<file path="src/rtl/tone_synth.sv">
// tone_synth: phase-accumulator square-wave tone generator (iEnable/iFreq in; oWave, signed oSample, oActive out)
module tone_synth #(
   parameter int CLK_HZ    = 50000000,
   parameter int AMPLITUDE = 8192,
   parameter int ACC_WIDTH = 32
) (
   input  logic        iClock,
   input  logic        iReset,
   input  logic        iEnable,
   input  logic [15:0] iFreq,
   output logic        oWave,
   output logic [15:0] oSample,
   output logic        oActive
);
   typedef enum logic [1:0] {IDLE, RUN, DRAIN} state_t;
   localparam logic [ACC_WIDTH-1:0] lim = ACC_WIDTH'(CLK_HZ);
   localparam logic [15:0] amp_p = 16'(AMPLITUDE);
   localparam logic [15:0] amp_n = 16'(-AMPLITUDE);
   state_t state, state_n;
   logic [ACC_WIDTH-1:0] acc, acc_n, sum;
   logic [15:0] freq_lat, freq_n, pending, sample_n;
   logic req, tog, wave_n, active_n;
   always_ff @(posedge iClock) begin
      if (iReset) begin
         state    <= IDLE;
         acc      <= '0;
         freq_lat <= '0;
         pending  <= '0;
         oWave    <= 1'b0;
         oSample  <= '0;
         oActive  <= 1'b0;
      end else begin
         state    <= state_n;
         acc      <= acc_n;
         freq_lat <= freq_n;
         pending  <= req ? iFreq : pending;
         oWave    <= wave_n;
         oSample  <= sample_n;
         oActive  <= active_n;
      end
   end
   always_comb begin
      req     = iEnable && (iFreq != 16'd0);
      sum     = acc + ACC_WIDTH'({freq_lat, 1'b0});
      tog     = sum >= lim;
      state_n = state;
      acc_n   = acc;
      freq_n  = freq_lat;
      wave_n  = oWave;
      if (state == IDLE) begin
         state_n = req ? RUN : IDLE;
         wave_n  = req;
         acc_n   = '0;
         freq_n  = req ? iFreq : freq_lat;
      end else if (state == RUN && !req && !oWave) begin
         state_n = IDLE;
         acc_n   = '0;
      end else begin
         acc_n   = tog ? sum - lim : sum;
         wave_n  = oWave ^ tog;
         freq_n  = tog ? pending : freq_lat;
         state_n = req ? RUN : (tog ? IDLE : DRAIN);
         acc_n   = (state_n == IDLE) ? '0 : acc_n;
      end
   end
   always_comb begin
      active_n = state_n != IDLE;
      sample_n = !active_n ? 16'd0 : (wave_n ? amp_p : amp_n);
   end
endmodule

</file>
<file path="config.mk">
export PLATFORM = sky130hd
export DESIGN_NAME = tone_synth
export DESIGN_NICKNAME = d
export VERILOG_FILES = /design/src/rtl/tone_synth.sv
export SDC_FILE = /design/constraint.sdc
export NUM_CORES = 1
export LEC_CHECK = 0
export CAP_MARGIN = 25
export CORE_MARGIN = 3
export CORE_UTILIZATION = 48
export CTS_CLUSTER_SIZE = 20
export DETAILED_ROUTE_END_ITERATION = 10
export GPL_TIMING_DRIVEN = 0
export PLACE_DENSITY_LB_ADDON = 0.15
export SYNTH_ARGS = -nofsm -noshare
export SYNTH_HDL_FRONTEND = slang
export SYNTH_SLANG_ARGS = --single-unit
</file>
<file path="constraint.sdc">
create_clock -name iClock -period 8.8 [get_ports iClock]
set_clock_uncertainty 0.1 [all_clocks]
set_input_delay 1.32 -clock iClock [delete_from_list [all_inputs] [get_ports iClock]]
set_output_delay 1.32 -clock iClock [all_outputs]
set_load 0.005 [all_outputs]
</file>
==> impl_metrics.csv, run 1 <==
group,metric,value,unit
global_routing,grtUsageTotal,23.9,%
yosys,synth_cells,622,
cts,clk_latency,0.36,ns
cts,holdBufCountCts,0,
detailed_routing,wl,13300,um
sta,fmax,202,MHz
yosys,synthFlopType,"dfxtp_1",
yosys,ys_seq_area_share,28.2,%
cts,clock_path_buffers,2,
pwr,power_frac_comb,19.5,%
detailed_routing,vias_per_cell,5.94,
cts,numCtsBuffers,9,
pwr,total_power,711,uW
cts,path_clk_slew,0.07,ns
placed_design,gp_congestion,0.923,
worst_setup_path,crit_required,8.91,ns
status,status,"completed",
global_routing,antenna_found_initial,0,
finish,antenna_cells,0,
job,drv_cap,0,
sta,hold_viol,0,
cts,cts_tree,"done",
finish,fin_nets,705,
yosys,synth_edf_count,0,
pwr,switchingPower,219,uW
yosys,async_reset_ff_share,0,%
global_routing,grt_pass1_vias,4494,
finish,num-fill-cells,947,
worst_setup_path,rrSetupSlack,3.85,ns
pwr,swShare,30.8,%
worst_setup_path,critPathCaptureType,"flop",
detailed_routing,drc,0,
pwr,p_int,492,uW
pwr,ir_worst_vdd,108,uV
yosys,synth_area_leader_cell,"dfxtp_1",
finish,syn_to_final_growth,12.4,%
worst_setup_path,critical_path.top_delay_family,"simple AND/OR/NAND/NOR gates",
worst_setup_path,worstPathCellList,"ha_1 > inv_1 > fa_1 > nand2b_1 > a21oi_2 > nor2_1 > xnor2_1 > ha_1 > nand4_1 > nor4_1 > nand3_1 > nor4b_4 > nor3_2 > o21ai_1 > clkbuf_1 > nor3b_1",
worst_setup_path,cpMostUsedCell,"ha_1",
placed_design,dp_hpwl,10200,um
global_routing,overflow,0,
global_routing,grt_max_degree,13,
floorplanning,ioPinCount,37,
detailed_routing,post_drt_wl_per_cell,16.6,um
yosys,ys_top_cells_by_area,"dfxtp_1 28%, nand2_1 5.4%, a21oi_1 5.3%, ha_1 4.6%, nor2_1 4.4%",
worst_setup_path,path_max_fanout,10,
placed_design,port_buffers,22,
floorplanning,core,9860,um^2
yosys,yosys.area.top_type_share,28.2,%
floorplanning,die-width,107,um
worst_setup_path,path_class,"flop to flop",
pwr,pwr-share-seq,47.5,%
cts,cts_root_buffer,"clkbuf_8",
floorplanning,dieHeight,107,um
sta,fin_crit_sh,56.2,%
sta,rsz0062_at_grt,"no",
yosys,yosys_warnings,0,
pwr,p_leak,2.04,nW
sta,worst_slew_pin_slew,0.803,ns
sta,maxSlewViolCount,0,
cts,clock_sinks,69,
sta,max_slew_margin,46.2,%
finish,mostFrequentLayoutCell,"nand2_1",
finish,multi_input_area,3280,um^2
cts,cts_setup_buffers,0,
pwr,power_frac_clock,33.1,%
finish,final_cell_mix,"71 x nand2_1, 69 x dfxtp_1, 57 x nor2_1",
pwr,power.density,129,nW/um^2
floorplanning,num_rows,36,
hold_path,hold_path.class,"flop to flop",
sta,fin_setup_tns,0,ns
worst_setup_path,crit_slowest_cell,"nor4b_4",
worst_setup_path,critPathBufInv,2,
detailed_routing,firstDrtPassIters,5,
finish,regArea,1380,um^2
global_routing,grt_pass1_wl,22000,um
detailed_routing,antenna_left,0,
floorplanning,start_util,49.7,%
sta,fin_crit,4.95,ns
worst_setup_path,crit_path_start_kind,"flop",
worst_setup_path,cp.arrival,5.06,ns
detailed_routing,drt-initial-drc-count,350,
cts,cts_max_level,3,
yosys,syn_avg_cell_area,7.88,um^2
sta,setup-violations-final,0,
yosys,ys_types,72,
finish,drive_above_1_share,11.2,%
worst_setup_path,crit_path_max_incr_delay,0.64,ns
floorplanning,die_area,11500,um^2
yosys,synth.cell_area,4900,um^2
cts,post_cts_resized,0,
yosys,yosys_register_bits,69,
detailed_routing,vias,4779,
## layout make-up
class	instances	share of cell area, %
Sequential cell	69	25.1
Buffer	46	4.59
Inverter	10	0.681
Clock buffer	10	2.50
Tap cell	133	3.02
Clock inverter	6	0.704
Timing Repair Buffer	22	4.00
Multi-Input combinational cell	509	59.5
## flip-flops by register name (all words and copies together) (netlist names)
name and cells:
pending 16, state 2, oWave 1, freq_lat 16
oSample 2, acc 31, oActive 1
## cells in the mapped netlist, types with 3 or more instances
library cell,instances
o21ai_1,7
or3_1,7
ha_1,18
dfxtp_1,69
inv_1,10
a21o_1,6
o211ai_1,6
o21a_1,8
nor2_1,57
nor3b_1,4
nand2b_1,23
or2_2,5
clkbuf_1,18
a21oi_1,52
nand3_1,17
xor2_1,7
nor2b_1,5
a22oi_2,11
a21boi_0,4
and3_1,6
nor4_1,10
and4_1,5
mux2i_1,4
and2_1,5
nand2_1,71
a31oi_1,8
o31a_1,3
o31ai_1,10
o21ai_0,15
buf_4,16
nor3_1,17
xnor2_1,19
nand3b_1,3
a211oi_1,5
a22oi_1,7
a211o_1,3
o2bb2ai_1,16
buf_2,10
or4_1,6
nand4_1,10
## worst paths after layout
path,start,cells after the start,to
max,freq_lat[0]$_SDFFE_PP0P_,16,acc[17]$_SDFF_PP0_
min,pending[4]$_SDFFE_PP0P_,2,pending[4]$_SDFFE_PP0P_
max reg2reg,freq_lat[0]$_SDFFE_PP0P_,16,acc[17]$_SDFF_PP0_
min reg2reg,pending[4]$_SDFFE_PP0P_,2,pending[4]$_SDFFE_PP0P_
## kinds of logic (layout without fill, tap and decap cells)
family                   count (synthesis)  count (layout)  share of synthesized area [%]
other                                    1              13                         0.0765
adder cells (fa/ha/maj)                 19              19                           5.00
flip-flops                              69              69                           28.2
AND/OR/NAND/NOR                        258             258                           27.0
multiplexers                             4               4                          0.817
buffers and inverters                   56              94                           5.92
AO/OA/AOI/OAI                          188             188                           28.0
XOR/XNOR                                27              27                           4.98
## worst min-delay path, cell delays in order (launching register included)
cell and delay (ns):
dfxtp_1 0.31, nand2_1 0.05, a21oi_1 0.05
## routing by layer
layer	GRT usage (%)	part of all wire [%]	routed length [um]	vias up
met5	0	0	0	-
met4	9.68	1.9	255	0
met3	3.79	5.7	758	19
met2	37.2	45	5940	134
met1	33.1	48	6390	2258
li1	-	-	-	2368
## power groups by stage
stage / clock (mW) / combinational, mW / sequential (mW)
2_1_floorplan: 0 / 0.0989 / 0.340
3_3_place_gp: 0 / 0.133 / 0.344
3_5_place_dp: 0 / 0.135 / 0.344
4_1_cts: 0.240 / 0.136 / 0.337
5_1_grt: 0.253 / 0.154 / 0.339
6_report: 0.235 / 0.138 / 0.337
## metrics by stage
stage / hold slack (ns) / worst slack [ns] / util, % / std cells / cell area (um^2)
2_1_floorplan: 0.337 / 5.08 / - / 634 / 4950
3_3_place_gp: 0.342 / 3.93 / 54.1 / 789 / 5340
3_5_place_dp: 0.347 / 3.92 / 54.1 / 789 / 5340
4_1_cts: 0.357 / 3.87 / 55.9 / 805 / 5510
5_1_grt: 0.377 / 3.55 / 55.9 / 805 / 5510
6_report: 0.355 / 3.85 / 55.9 / 805 / 5510
(Power assumes the default switching activity.)
==> run 2, diff against run 1 <==
==> constraint.sdc (replaced) <==
create_clock -name iClock -period 4.06 [get_ports iClock]
set_clock_uncertainty 0.1 [all_clocks]
set_input_delay 0.609 -clock iClock [delete_from_list [all_inputs] [get_ports iClock]]
set_output_delay 0.609 -clock iClock [all_outputs]
set_load 0.005 [all_outputs]
==> run 2 against run 1 <==
Compared with the run above: via count grew 4.9%; cell count is 3.4% higher; total power increased by 120%; die area is the same; sequential share of layout area is 2.1 points lower; design area grew 9.2%; first-iteration DRC count grew 37%; worst hold slack gained 0.00063 ns; sequential power increased by 120%.
==> impl_metrics.csv, run 2 (same netlist as run 1, synthesis figures left out) <==
group,metric,value,unit
status,status,"completed",
hold_path,hold_path.class,"flop to flop",
worst_setup_path,worstPathCellList,"ha_1 > a21oi_1 > o21ai_2 > a221oi_1 > nand3_1 > a311oi_4 > buf_4 > and2_1 > o2111a_2 > nor3_4 > buf_4 > or4_1 > a21oi_2",
detailed_routing,wl,14300,um
floorplanning,ioPinCount,37,
cts,cts_tree,"done",
worst_setup_path,path_max_fanout,8,
detailed_routing,vias_per_cell,6.03,
cts,cts_root_buffer,"clkbuf_8",
detailed_routing,firstDrtPassIters,5,
global_routing,antenna_found_initial,0,
floorplanning,die_area,11500,um^2
floorplanning,start_util,49.7,%
global_routing,grtUsageTotal,24.9,%
global_routing,grt_max_degree,13,
placed_design,dp_hpwl,10200,um
cts,holdBufCountCts,0,
detailed_routing,vias,5015,
worst_setup_path,critPathCaptureType,"flop",
finish,regMostFlops,"acc",
cts,clock_path_buffers,2,
sta,hold_viol,0,
pwr,p_int,1.08,mW
worst_setup_path,crit_path_start_kind,"flop",
detailed_routing,drt-initial-drc-count,481,
worst_setup_path,crit_path_max_incr_delay,0.50,ns
placed_design,gp_congestion,0.923,
finish,largestRegisters,"acc (31), freq_lat (16), pending (16)",
pwr,power_frac_comb,21.0,%
floorplanning,dieHeight,107,um
sta,setup-violations-final,0,
cts,clock_sinks,69,
sta,fmax,251,MHz
finish,drive_above_1_share,19.9,%
detailed_routing,post_drt_wl_per_cell,17.2,um
finish,utilization,61.0,%
worst_setup_path,crit_slowest_cell,"or4_1",
detailed_routing,antenna_left,0,
global_routing,grt_pass1_wl,22900,um
worst_setup_path,crit_required,4.25,ns
global_routing,grt_pass1_vias,4656,
job,drv_cap,0,
finish,mostFrequentLayoutCell,"nand2_1",
floorplanning,die-width,107,um
worst_setup_path,path_class,"flop to flop",
pwr,power_frac_clock,32.3,%
worst_setup_path,cp.arrival,4.18,ns
cts,clk_latency,0.36,ns
cts,numCtsBuffers,9,
pwr,switchingPower,486,uW
sta,worst_slew_pin_slew,0.632,ns
pwr,ir_worst_vdd,227,uV
pwr,p_leak,2.27,nW
pwr,pwr-share-seq,46.8,%
sta,max_slew_margin,57.8,%
finish,final_cell_mix,"71 x nand2_1, 68 x dfxtp_1, 55 x nor2_1",
floorplanning,num_rows,36,
finish,antenna_cells,0,
finish,fin_nets,732,
pwr,total_power,1.56,mW
sta,maxSlewViolCount,0,
worst_setup_path,cpMostUsedCell,"buf_4",
cts,path_clk_slew,0.07,ns
worst_setup_path,rrSetupSlack,0.07,ns
cts,cts_max_level,3,
pwr,swShare,31.0,%
placed_design,port_buffers,22,
finish,largest_register_ffs,31,
pwr,power.density,260,nW/um^2
finish,syn_to_final_growth,22.8,%
sta,fin_crit_sh,98.2,%
sta,fin_crit,3.99,ns
detailed_routing,drc,0,
floorplanning,core,9860,um^2
global_routing,overflow,0,
run 2: cell count changes in the layout (fill, tap and decap cells not counted), sizes merged:
| cell | before | now |
|---|---|---|
| a21boi | 6 | 7 |
| buf | 28 | 54 |
run 2: worst paths after layout:
path                                                 from                 endpoint  cells after the start
worst min-delay path              pending[4]$_SDFFE_PP0P_  pending[4]$_SDFFE_PP0P_                      2
worst max register to register  freq_lat[12]$_SDFFE_PP0P_       acc[15]$_SDFF_PP0_                     13
worst max-delay path            freq_lat[12]$_SDFFE_PP0P_       acc[15]$_SDFF_PP0_                     13
worst min register to register    pending[4]$_SDFFE_PP0P_  pending[4]$_SDFFE_PP0P_                      2
run 2: metrics by stage:
step           hold slack, ns  setup TNS [ns]  setup slack [ns]  instance area, um^2  instances
2_1_floorplan           0.337               0             0.344                 4950        634
3_3_place_gp            0.342          -35.45            -0.808                 5340        789
3_5_place_dp            0.347          -36.75            -0.824                 5340        789
4_1_cts                 0.357               0            0.0457                 5720        816
5_1_grt                 0.377         -0.0322           -0.0178                 6020        832
6_report                0.356               0            0.0721                 6020        832
run 2: area by class of cell:
| cell class | instances | area, um^2 |
|---|---|---|
| buffer | 46 | 278 |
| timing repair buffer | 48 | 435 |
| clock buffer | 10 | 138 |
| tap | 133 | 166 |
| multi-input combinational | 510 | 3540 |
| clock inverter | 6 | 38.8 |
| sequential | 69 | 1380 |
| inverter | 10 | 37.5 |
| fill | 879 | 3840 |
run 2: layer usage:
layer | vias to the layer above | GRT usage, % | wire [um]
met4 | 0 | 9.77 | 313
met1 | 2365 | 34.4 | 6400
met5 | - | 0 | 0
li1 | 2415 | - | -
met2 | 208 | 39.3 | 6540
met3 | 27 | 3.31 | 1020
run 2: critical path: cells and delay by family, from the launching register on:
| family | cells | cell delay [ns] |
|---|---|---|
| AO/OA/AOI/OAI | 6 | 1.77 |
| AND/OR/NAND/NOR | 4 | 0.97 |
| adder cells (fa/ha/maj) | 1 | 0.40 |
| flip-flops | 1 | 0.34 |
| buffers and inverters | 2 | 0.37 |
run 2: repair_timing:
item / 4_1_cts / 5_1_grt
pin swaps: 9 / 15
buffers inserted: 11 / 15
gates resized for setup: 22 / 43
gates cloned: 0 / 1
endpoints found under the setup margin: 52 / 52
run 2: power groups by stage:
stage | Combinational, mW | Sequential [mW] | Clock, mW
after floorplan | 0.214 | 0.738 | 0
after global placement | 0.287 | 0.746 | 0
after detailed placement | 0.293 | 0.746 | 0
after CTS | 0.312 | 0.731 | 0.519
after global routing | 0.360 | 0.735 | 0.547
final | 0.328 | 0.732 | 0.505
==> run 3, diff against run 2 <==
--- a/config.mk
+++ b/config.mk
@@ -6,12 +6,15 @@
 export NUM_CORES = 1
 export LEC_CHECK = 0
 export CAP_MARGIN = 25
+export CELL_PAD_IN_SITES_DETAIL_PLACEMENT = 1
+export CELL_PAD_IN_SITES_GLOBAL_PLACEMENT = 1
 export CORE_MARGIN = 3
-export CORE_UTILIZATION = 48
+export CORE_UTILIZATION = 40
 export CTS_CLUSTER_SIZE = 20
 export DETAILED_ROUTE_END_ITERATION = 10
 export GPL_TIMING_DRIVEN = 0
 export PLACE_DENSITY_LB_ADDON = 0.15
+export RECOVER_POWER = 50
 export SYNTH_ARGS = -nofsm -noshare
 export SYNTH_HDL_FRONTEND = slang
 export SYNTH_SLANG_ARGS = --single-unit
==> run 3 against run 2 <==
Compared with the run above: worst hold slack gained 0.0018 ns; sequential power grew 0.7%; sequential share of layout area shrank 1.2 points; routed wire length grew 23%; die area grew 19%; non-clock buffer count grew 4; clock power grew 60%; total power grew 23%; cell count grew 1.6%.
==> impl_metrics.csv, run 3 (same netlist as run 1, synthesis figures left out) <==
group,metric,value,unit
finish,num-fill-cells,1378,
cts,clk_latency,0.34,ns
sta,maxSlewViolCount,0,
sta,fin_crit,4.05,ns
finish,fin_nets,735,
worst_setup_path,reg2regPathDepth,17,
detailed_routing,drc,0,
detailed_routing,vias,5068,
pwr,power.density,302,nW/um^2
detailed_routing,post_drt_wl_per_cell,20.8,um
cts,clock_sinks,69,
worst_setup_path,crit_required,4.23,ns
cts,clock_path_buffers,2,
finish,antenna_cells,0,
sta,hold_viol,0,
floorplanning,start_util,41.9,%
finish,drive_above_1_share,24.8,%
finish,regMostFlops,"acc",
finish,largestRegisters,"acc (31), freq_lat (16), pending (16)",
global_routing,overflow,0,
sta,worst_slew_pin_slew,0.702,ns
global_routing,grt_max_degree,14,
sta,setup-violations-final,0,
global_routing,antenna_found_initial,0,
sta,setup_ws,0.00802,ns
global_routing,grt_pass1_vias,5058,
pwr,p_leak,2.33,nW
sta,fin_crit_sh,99.8,%
floorplanning,die_area,13600,um^2
status,status,"completed",
finish,syn_to_final_growth,29.8,%
detailed_routing,antenna_left,0,
finish,final_area,6360,um^2
placed_design,port_buffers,22,
worst_setup_path,path_class,"flop to flop",
finish,final_cell_mix,"69 x nand2_1, 67 x dfxtp_1, 53 x nor2_1",
worst_setup_path,crit_path_start_kind,"flop",
worst_setup_path,critPathCaptureType,"flop",
floorplanning,die-width,117,um
sta,max_slew_margin,52.7,%
cts,cts_max_level,3,
placed_design,dp_hpwl,12000,um
detailed_routing,firstDrtPassIters,5,
sta,whs,0.358,ns
floorplanning,num_rows,39,
finish,largest_register_ffs,31,
floorplanning,dieHeight,117,um
cts,path_clk_slew,0.06,ns
pwr,ir_worst_vdd,200,uV
floorplanning,core,11700,um^2
hold_path,holdPathStages,2,
placed_design,gp_congestion,0.925,
detailed_routing,wl,17600,um
cts,holdBufCountCts,0,
worst_setup_path,cp.arrival,4.22,ns
worst_setup_path,path_max_fanout,5,
floorplanning,ioPinCount,37,
job,drv_cap,0,
cts,cts_root_buffer,"clkbuf_16",
pwr,total_power,1.92,mW
cts,cts_tree,"done",
placed_design,placed_cells,799,
finish,finalNonFillerCells,845,
cts,numCtsBuffers,9,
detailed_routing,drt-initial-drc-count,249,
hold_path,hold_path.class,"flop to flop",
placed_design,pre_cts_slack,-1.00,ns
global_routing,grt_pass1_wl,26200,um
finish,mostFrequentLayoutCell,"nand2_1",
sta,rsz0062_at_grt,"yes",
sta,fmax,247,MHz
detailed_routing,vias_per_cell,6.00,
placed_design,placed_cell_area,5350,um^2
global_routing,grtUsageTotal,24.7,%
==> run 3: changes by cell type in the layout (fill, tap and decap cells not counted), moves of 5 or more <==
| cell | delta |
|---|---|
| buf_6 | +5 |
| clkbuf_16 | +9 |
| clkbuf_8 | -10 |
| clkdlybuf4s50_1 | -6 |
| dlygate4sd3_1 | +6 |
| ha_1 | -7 |
| ha_4 | +5 |
==> run 3: cell type report <==
type	count	area, um^2	share of cell area, %
timing repair buffer	52	477	7.49
clock buffer	9	225	3.54
tap	143	179	2.81
buffer	46	285	4.48
inverter	10	37.5	0.590
sequential	69	1390	21.8
multi-input combinational	509	3700	58.1
clock inverter	7	73.8	1.16
==> run 3: worst paths after layout <==
path	startpoint	slack [ns]	to
setup / recovery	freq_lat[0]$_SDFFE_PP0P_	0.008	acc[15]$_SDFF_PP0_
hold / removal	pending[15]$_SDFFE_PP0P_	0.36	pending[15]$_SDFFE_PP0P_
setup reg to reg	freq_lat[0]$_SDFFE_PP0P_	0.008	acc[15]$_SDFF_PP0_
hold reg to reg	pending[15]$_SDFFE_PP0P_	0.36	pending[15]$_SDFFE_PP0P_
==> run 3: where the power goes <==
part / total, mW / leakage [nW] / switching (mW) / internal [mW]
Clock: 0.810 / 0.134 / 0.334 / 0.477
Combinational: 0.372 / 1.63 / 0.218 / 0.154
Sequential: 0.737 / 0.566 / 0.0270 / 0.710
==> run 3: critical path, cell delays in order, from the launching register on <==
cell and delay, ns:
dfxtp_4 0.36, ha_4 0.14, inv_2 0.04, fa_2 0.37, nand2b_4 0.17, a21oi_4 0.20
buf_12 0.15, o21ai_0 0.08, nor3b_1 0.16, xnor2_1 0.51, nand3_2 0.25, nor4b_4 0.34
buf_6 0.17, nor3_4 0.05, buf_6 0.16, buf_6 0.12, or4_1 0.47, a21oi_1 0.13
==> run 3: repair_timing <==
item / 4_1_cts / 5_1_grt
resized for setup: 28 / 87
pin swaps: 13 / 29
setup buffers: 16 / 14
cloned: 0 / 0
endpoints found under the setup margin: 52 / 52
==> run 3: metal layers <==
| metal | track usage [%] | wire [um] |
|---|---|---|
| met5 | 0 | 0 |
| met1 | 33.0 | 8100 |
| met4 | 8.33 | 450 |
| met3 | 3.16 | 584 |
| met2 | 41.1 | 8450 |
==> run 3: through the flow <==
step | TNS [ns] | utilization (%)
floorplan | 0 | -
global placement | -41.33 | 45.7
detailed placement | -44.68 | 45.7
CTS | 0 | 50.4
global route | -4.31 | 54.3
finish | 0 | 54.3
